### config.mk
export PLATFORM = sky130hd
export DESIGN_NAME = port_pattern_seq
export DESIGN_NICKNAME = d
export VERILOG_FILES = /design/src/rtl/port_pattern_seq.sv
export SDC_FILE = /design/constraint.sdc
export NUM_CORES = 1
export LEC_CHECK = 0
export ABC_AREA = 1
export BUFFER_PORTS_ARGS = -buffer_cell sky130_fd_sc_hd__clkbuf_2
export CORE_MARGIN = 3
export CORE_UTILIZATION = 55
export CTS_BUF_LIST = sky130_fd_sc_hd__clkbuf_8
export CTS_CLUSTER_DIAMETER = 150
export DETAILED_ROUTE_END_ITERATION = 16
export PLACE_DENSITY = 0.71
export SLEW_MARGIN = 20
export SYNTH_ARGS = -nofsm -noshare
export SYNTH_HDL_FRONTEND = slang
export SYNTH_SLANG_ARGS = --single-unit
export TNS_END_PERCENT = 1
### constraint.sdc
create_clock -name clk_i -period 4.6 [get_ports clk_i]
set_clock_uncertainty 0.15 [all_clocks]
set_input_delay 0.23 -clock clk_i [delete_from_list [all_inputs] [get_ports clk_i]]
set_output_delay 0.23 -clock clk_i [all_outputs]
set_load 0.03 [all_outputs]
### src/rtl/port_pattern_seq.sv
// port_pattern_seq: replays a stored byte pattern into one I/O-port register at a programmable step interval
module port_pattern_seq #(
    parameter int         DEPTH   = 16,
    parameter int         DIV_W   = 16,
    parameter logic [3:0] TGT_ADR = 4'h0,
    parameter int         TIMEOUT = 15
) (
    input  logic       clk_i,
    input  logic       rst_i,
    input  logic       stb_i,
    input  logic       we_i,
    input  logic [3:0] adr_i,
    input  logic [7:0] dat_i,
    output logic [7:0] dat_o,
    output logic       ack_o,
    output logic       m_stb_o,
    output logic       m_we_o,
    output logic [3:0] m_adr_o,
    output logic [7:0] m_dat_o,
    input  logic       m_ack_i,
    output logic       busy_o
);
    localparam int AW = $clog2(DEPTH);
    localparam int LW = AW + 1;
    localparam int TW = $clog2(TIMEOUT + 1);
    localparam logic [15:0] DMASK = 16'((32'd1 << DIV_W) - 1);

    typedef enum logic [1:0] {IDLE, ISSUE, WAIT_ACK, GAP} state_t;

    state_t         state, state_d;
    logic [7:0]     ram [DEPTH];
    logic           run, loop, done, err;
    logic [LW-1:0]  len;
    logic [15:0]    div;
    logic [AW-1:0]  wptr, idx, idx_nxt, issue_idx;
    logic [DIV_W-1:0] cnt;
    logic [TW-1:0]  to_cnt;
    logic           busy, ctrl_wr, cfg_wr, eff_run, eff_loop, last, issue, fin_done, fin_err, start;
    logic [7:0]     rd;

    assign busy      = state != IDLE;
    assign busy_o    = busy;
    assign m_we_o    = m_stb_o;
    assign m_adr_o   = TGT_ADR;
    assign ctrl_wr   = stb_i & we_i & (adr_i == 4'd0);
    assign cfg_wr    = stb_i & we_i & ~busy;
    assign eff_run   = ctrl_wr ? dat_i[0] : run;
    assign eff_loop  = ctrl_wr ? dat_i[1] : loop;
    assign last      = {1'b0, idx} == len - 1'b1;
    assign idx_nxt   = last ? '0 : idx + 1'b1;
    assign issue_idx = state == GAP ? idx_nxt : idx;
    assign start     = state == IDLE && ctrl_wr && dat_i[0] && len != 0;

    always_comb begin
        state_d  = state;
        issue    = 1'b0;
        fin_done = 1'b0;
        fin_err  = 1'b0;
        case (state)
            IDLE: state_d = start ? ISSUE : IDLE;
            ISSUE: begin
                issue   = eff_run;
                state_d = eff_run ? WAIT_ACK : IDLE;
            end
            WAIT_ACK: begin
                fin_err = !m_ack_i && to_cnt == TW'(TIMEOUT - 1);
                state_d = m_ack_i ? (eff_run ? GAP : IDLE) : fin_err ? IDLE : WAIT_ACK;
            end
            default: begin
                fin_done = eff_run && cnt == 0 && last && !eff_loop;
                issue    = eff_run && cnt == 0 && !fin_done;
                state_d  = !eff_run || fin_done ? IDLE : issue ? WAIT_ACK : GAP;
            end
        endcase
    end

    always_comb begin
        rd = adr_i == 4'd0 ? {3'b0, err, done, busy, loop, run} :
             adr_i == 4'd1 ? 8'(len) :
             adr_i == 4'd2 ? div[7:0] :
             adr_i == 4'd3 ? div[15:8] :
             adr_i == 4'd4 ? 8'(wptr) :
             adr_i == 4'd5 ? ram[wptr] : 8'h00;
    end

    always_ff @(posedge clk_i)
        if (cfg_wr && adr_i == 4'd5)
            ram[wptr] <= dat_i;

    always_ff @(posedge clk_i) begin
        if (rst_i) begin
            state   <= IDLE;
            {run, loop, done, err} <= '0;
            len     <= '0;
            div     <= '0;
            wptr    <= '0;
            idx     <= '0;
            cnt     <= '0;
            to_cnt  <= '0;
            m_stb_o <= 1'b0;
            m_dat_o <= '0;
            ack_o   <= 1'b0;
            dat_o   <= '0;
        end else begin
            state <= state_d;
            ack_o <= stb_i;
            dat_o <= stb_i ? rd : 8'h00;
            // host CTRL write overrides any internal RUN clear in the same cycle
            if (ctrl_wr)
                {loop, run} <= dat_i[1:0];
            else if (fin_done || fin_err || (state == IDLE && run))
                run <= 1'b0;
            if (start)
                {done, err, idx} <= '0;
            if (fin_done || (state == IDLE && run && !ctrl_wr && len == 0))
                done <= 1'b1;
            if (fin_err)
                err <= 1'b1;
            if (cfg_wr && adr_i == 4'd1)
                len <= 32'(dat_i) > DEPTH ? LW'(DEPTH) : dat_i[AW:0];
            if (cfg_wr && adr_i == 4'd2)
                div[7:0] <= dat_i & DMASK[7:0];
            if (cfg_wr && adr_i == 4'd3)
                div[15:8] <= dat_i & DMASK[15:8];
            if (cfg_wr && adr_i == 4'd4)
                wptr <= dat_i[AW-1:0];
            else if (cfg_wr && adr_i == 4'd5)
                wptr <= wptr + 1'b1;
            if (issue) begin
                m_stb_o <= 1'b1;
                m_dat_o <= ram[issue_idx];
                idx     <= issue_idx;
                to_cnt  <= '0;
            end else if (state == WAIT_ACK) begin
                if (m_ack_i || fin_err)
                    m_stb_o <= 1'b0;
                to_cnt <= to_cnt + 1'b1;
                cnt    <= div[DIV_W-1:0];
            end else if (state == GAP && cnt != 0)
                cnt <= cnt - 1'b1;
        end
    end
endmodule

==> run summary <==
=========================================================================================
Horiz. Die Dim                                                                     146 µm
Min Tclk post-route                                                               3.21 ns
Sequential power share                                                              53.4%
Highest attainable clock frequency                                                311 MHz
Area added between synthesis and finish                                             9.31%
Relative contribution of combinational cells to total power                          3.2%
Commonest register cell after synthesis                                      sky130_fd_sc_hd__edfxtp_1
Relative slew slack                                                                 30.2%
Half-perimeter wire length after placement                                       20300 µm
Setup slack on the worst flop-to-flop path                                        1.39 ns
Area leader, netlist                                                         sky130_fd_sc_hd__edfxtp_1
Master cell of the clock root buffer                                         sky130_fd_sc_hd__clkbuf_8
Die outline height                                                                 146 µm
Ranking of synthesized cells by area                                         sky130_fd_sc_hd__edfxtp_1 36%, sky130_fd_sc_hd__dfxtp_1 14%, sky130_fd_sc_hd__nand2_1 9.9%, sky130_fd_sc_hd__nand3_1 7.1%, sky130_fd_sc_hd__inv_1 6.0%
Vias in the first global route                                                       8847
Run status                                                                   complete, no violations
Transition time at the pin with the least slew margin                             1.04 ns
Detailed-router iteration count before antenna repair                                   5
Terminus of the critical flop-to-flop path                                   dat_o[0]$_SDFF_PP0_
Distinct cell type count after synthesis                                               47
Required time of the critical path                                                4.87 ns
CTS tree                                                                            built
Startpoint type of the worst setup path                                         flip-flop
Final-report setup violation count                                                      0
Clock-pin slew on the worst setup and hold paths                                  0.06 ns
Post-layout power                                                                 3670 µW
Fin. Hold Viols                                                                         0
Diode count                                                                             0
R2r worst-path depth                                                                    9
Gp weighted congestion                                                              0.976
Antenna violations before repair                                                        0
Sink Count                                                                            205
Antenna violation net count after detailed routing                                      0
Synthesized-area fraction occupied by and/or/nand/nor cells                         25.9%
Clock network power share                                                           43.3%
Leading post-synthesis cells by instance count                               284 x sky130_fd_sc_hd__nand2_1, 174 x sky130_fd_sc_hd__inv_1, 154 x sky130_fd_sc_hd__nand3_1, 128 x sky130_fd_sc_hd__edfxtp_1, 112 x sky130_fd_sc_hd__o21ai_0
Via Count                                                                            9663
Yosys warning total                                                                     0
Mapped Avg Cell Area                                                             7.98 µm²
Arrival time worst endpoint                                                       3.48 ns
Max clock buf depth                                                                     3
Avg WL per Cell                                                                   18.8 µm
Net switching share of the total power                                              22.5%
Endpoint of the most critical setup path                                     dat_o[0]$_SDFF_PP0_
Switching Power                                                                    824 µW
Maximum number of pins on one net before global-route repair                           86
Share of cells above drive strength 1                                               8.32%
Number of I/O pins                                                                     41
Static power due to leakage                                                    0.00504 µW
Total power per unit cell area                                                 311 mW/mm²
Number of cell rows                                                                    50
Cells after Synth                                                                    1355
Num CTS Buffers                                                                        36
Compound-cell area share of the yosys netlist                                       12.8%
Core area                                                                      0.0190 mm²
Global-route usage over all layers                                                  28.7%
Adder-cell share of the synthesized area                                            1.16%
NumNets Final                                                                        1410
Setup repair after global routing missed its margin                                 false
H-tree levels                                                                           2
Avg Vias per Cell                                                                    5.80
Number of maximum-capacitance violations                                                0
Number of synthesized flops with an enable pin                                        128
Fin crit share                                                                      69.8%
Layout filler cell count                                                             1725
Endpoint type of the worst setup path                                           flip-flop
Clk_lat worst skew                                                                0.52 ns
Post-synthesis instance area                                                   0.0108 mm²
Synthesis-stage register bit count                                                    205
Area of the die                                                                0.0214 mm²
Total Wirelength                                                                 31400 µm
Maximum vdd ir drop                                                              0.193 mV
Leading cell type by number of instances after synthesis                     sky130_fd_sc_hd__nand2_1
Drt initial violations                                                               1161
Min-delay worst type                                                            in -> reg
Overflow after GRT                                                                      0
Largest fanout on the critical path                                                    17
Proportion of register bits with asynchronous set or reset after synthesis             0%
Parity-gate share of the synthesized area counting xor and xnor cells              0.729%
Initial Utilization                                                                 56.8%
PortBufs                                                                               36
Largest family of logic cells by synthesized area                            simple AND/OR/NAND/NOR gates
Setup repair bufs after CTS                                                             0
Slew Limit Fails                                                                        0
Internal power contribution                                                       2840 µW
Synth top area share                                                                35.6%
Part of the Yosys area used for sequential elements                                 49.8%
DRC viols                                                                               0
Total negative slack for setup checks                                                0 ns
Wire length of the first global-routing pass                                     48800 µm
Class of the most critical setup path                                          reg -> reg
Multiplexer share of the synthesized area                                              0%
=========================================================================================
-- how the worst min path moves through the flow --
stage	startpoint	endpoint	slack [ns]	cells past startpoint
after floorplan	rst_i	cnt[5]$_SDFFE_PP0P_	0.16	1
after global placement	idx[2]$_SDFFE_PP0P_	idx[2]$_SDFFE_PP0P_	0.30	2
after detailed placement	idx[2]$_SDFFE_PP0P_	idx[2]$_SDFFE_PP0P_	0.31	2
after CTS	adr_i[1]	dat_o[4]$_SDFF_PP0_	0.0005	4
after global routing	dat_i[1]	ram[10][1]$_DFFE_PP_	0.03	2
final	adr_i[1]	dat_o[4]$_SDFF_PP0_	0.03	4
-- worst max-delay path, stage by stage (launching register included) --
cell	delay (ns)
sky130_fd_sc_hd__dfxtp_1	0.84
sky130_fd_sc_hd__clkinv_1	0.87
sky130_fd_sc_hd__nand3_1	0.35
sky130_fd_sc_hd__nand3_1	0.20
sky130_fd_sc_hd__nand3_1	0.18
sky130_fd_sc_hd__o21ai_0	0.13
sky130_fd_sc_hd__a21oi_1	0.16
sky130_fd_sc_hd__nand3_1	0.10
sky130_fd_sc_hd__nand2_1	0.07
sky130_fd_sc_hd__nand2_1	0.04
-- power by group through the flow --
| stage | Combinational, µW | Sequential, µW | Clock (µW) |
|---|---|---|---|
| after CTS | 117 | 1960 | 1610 |
| after global placement | 113 | 2000 | 0 |
| after floorplan | 55.1 | 2000 | 0 |
| final | 119 | 1960 | 1590 |
| after detailed placement | 113 | 2000 | 0 |
| after global routing | 128 | 1960 | 1690 |
-- cell families (layout without fill, tap and decap cells) --
logic type,Yosys count,count (layout)
and+or+nand+nor,625,625
other,1,4
adders and majority gates,10,10
xor gates and xnor gates,9,9
AOI/OAI and AO/OA,255,255
DFF,205,205
buffers and inverters,250,299
-- final cells by class --
class | instances | area (µm²) | share of cell area, %
clock buffer | 41 | 564 | 4.78
clock inverter | 21 | 106 | 0.900
inverter | 180 | 676 | 5.72
multi-input combinational | 903 | 4410 | 37.3
sequential | 205 | 5390 | 45.6
tap | 260 | 325 | 2.75
timing repair buffer | 57 | 348 | 2.94
-- what timing repair did --
action,4_1_cts,5_1_grt
hold buffers,4,0
resized for setup,0,0
hold endpoints to repair,10,0
-- cell usage in the layout (no fill, tap or decap), types with 2 or more instances in the layout --
master                          Yosys  final
sky130_fd_sc_hd__a211oi_1           5      5
sky130_fd_sc_hd__a21oi_1           93     93
sky130_fd_sc_hd__a311oi_1           2      2
sky130_fd_sc_hd__a31oi_1           12     12
sky130_fd_sc_hd__buf_4             11     17
sky130_fd_sc_hd__clkbuf_2           0     36
sky130_fd_sc_hd__clkbuf_8           0     41
sky130_fd_sc_hd__clkinv_1           2      7
sky130_fd_sc_hd__conb_1             1      4
sky130_fd_sc_hd__dfxtp_1           77     76
sky130_fd_sc_hd__dlygate4sd3_1      0      4
sky130_fd_sc_hd__edfxtp_1         128    128
sky130_fd_sc_hd__ha_1              10     10
sky130_fd_sc_hd__inv_1            174    187
sky130_fd_sc_hd__inv_2              4      5
sky130_fd_sc_hd__nand2_1          284    284
sky130_fd_sc_hd__nand2_2            3      3
sky130_fd_sc_hd__nand3_1          154    154
sky130_fd_sc_hd__nand3_2            2      2
sky130_fd_sc_hd__nand3b_1          46     46
sky130_fd_sc_hd__nand4_1            4      4
sky130_fd_sc_hd__nor2_1           110    109
sky130_fd_sc_hd__nor2_2             3      4
sky130_fd_sc_hd__nor3_1            14     14
sky130_fd_sc_hd__o211ai_1          14     14
sky130_fd_sc_hd__o21ai_0          112    112
sky130_fd_sc_hd__o21ai_2            1      2
sky130_fd_sc_hd__o22ai_1            3      3
sky130_fd_sc_hd__o31ai_1            2      2
sky130_fd_sc_hd__xnor2_1            2      2
sky130_fd_sc_hd__xor2_1             7      7
-- metal layers --
layer  vias up  global-route usage (%)  wire [µm]
li1       4576                       -          -
met2       500                    42.6      13600
met4         0                    10.7       1030
met1      4506                    41.7      13400
met5         -                       0          0
met3        81                    6.05       3370
-- metrics by stage --
| step | util [%] | cells | area [µm²] | setup WS [ns] | hold WS (ns) |
|---|---|---|---|---|---|
| 2_1_floorplan | - | 1358 | 10800 | 2.43 | 0.158 |
| 5_1_grt | 62.1 | 1667 | 11800 | 1.25 | 0.0341 |
| 3_5_place_dp | 58.4 | 1601 | 11100 | 1.57 | 0.306 |
| 4_1_cts | 62.1 | 1667 | 11800 | 1.55 | 0.000487 |
| 6_report | 62.1 | 1667 | 11800 | 1.39 | 0.0284 |
| 3_3_place_gp | 58.4 | 1601 | 11100 | 1.55 | 0.301 |
-- flip-flops by register name, indices dropped and copies added (netlist names), 2 cells and up, named ones only --
register	flops
to_cnt	4
dat_o	8
div	16
idx	4
ram	128
wptr	4
m_dat_o	8
state	2
cnt	16
len	5
Note: power is estimated with default switching activity, not from simulation.
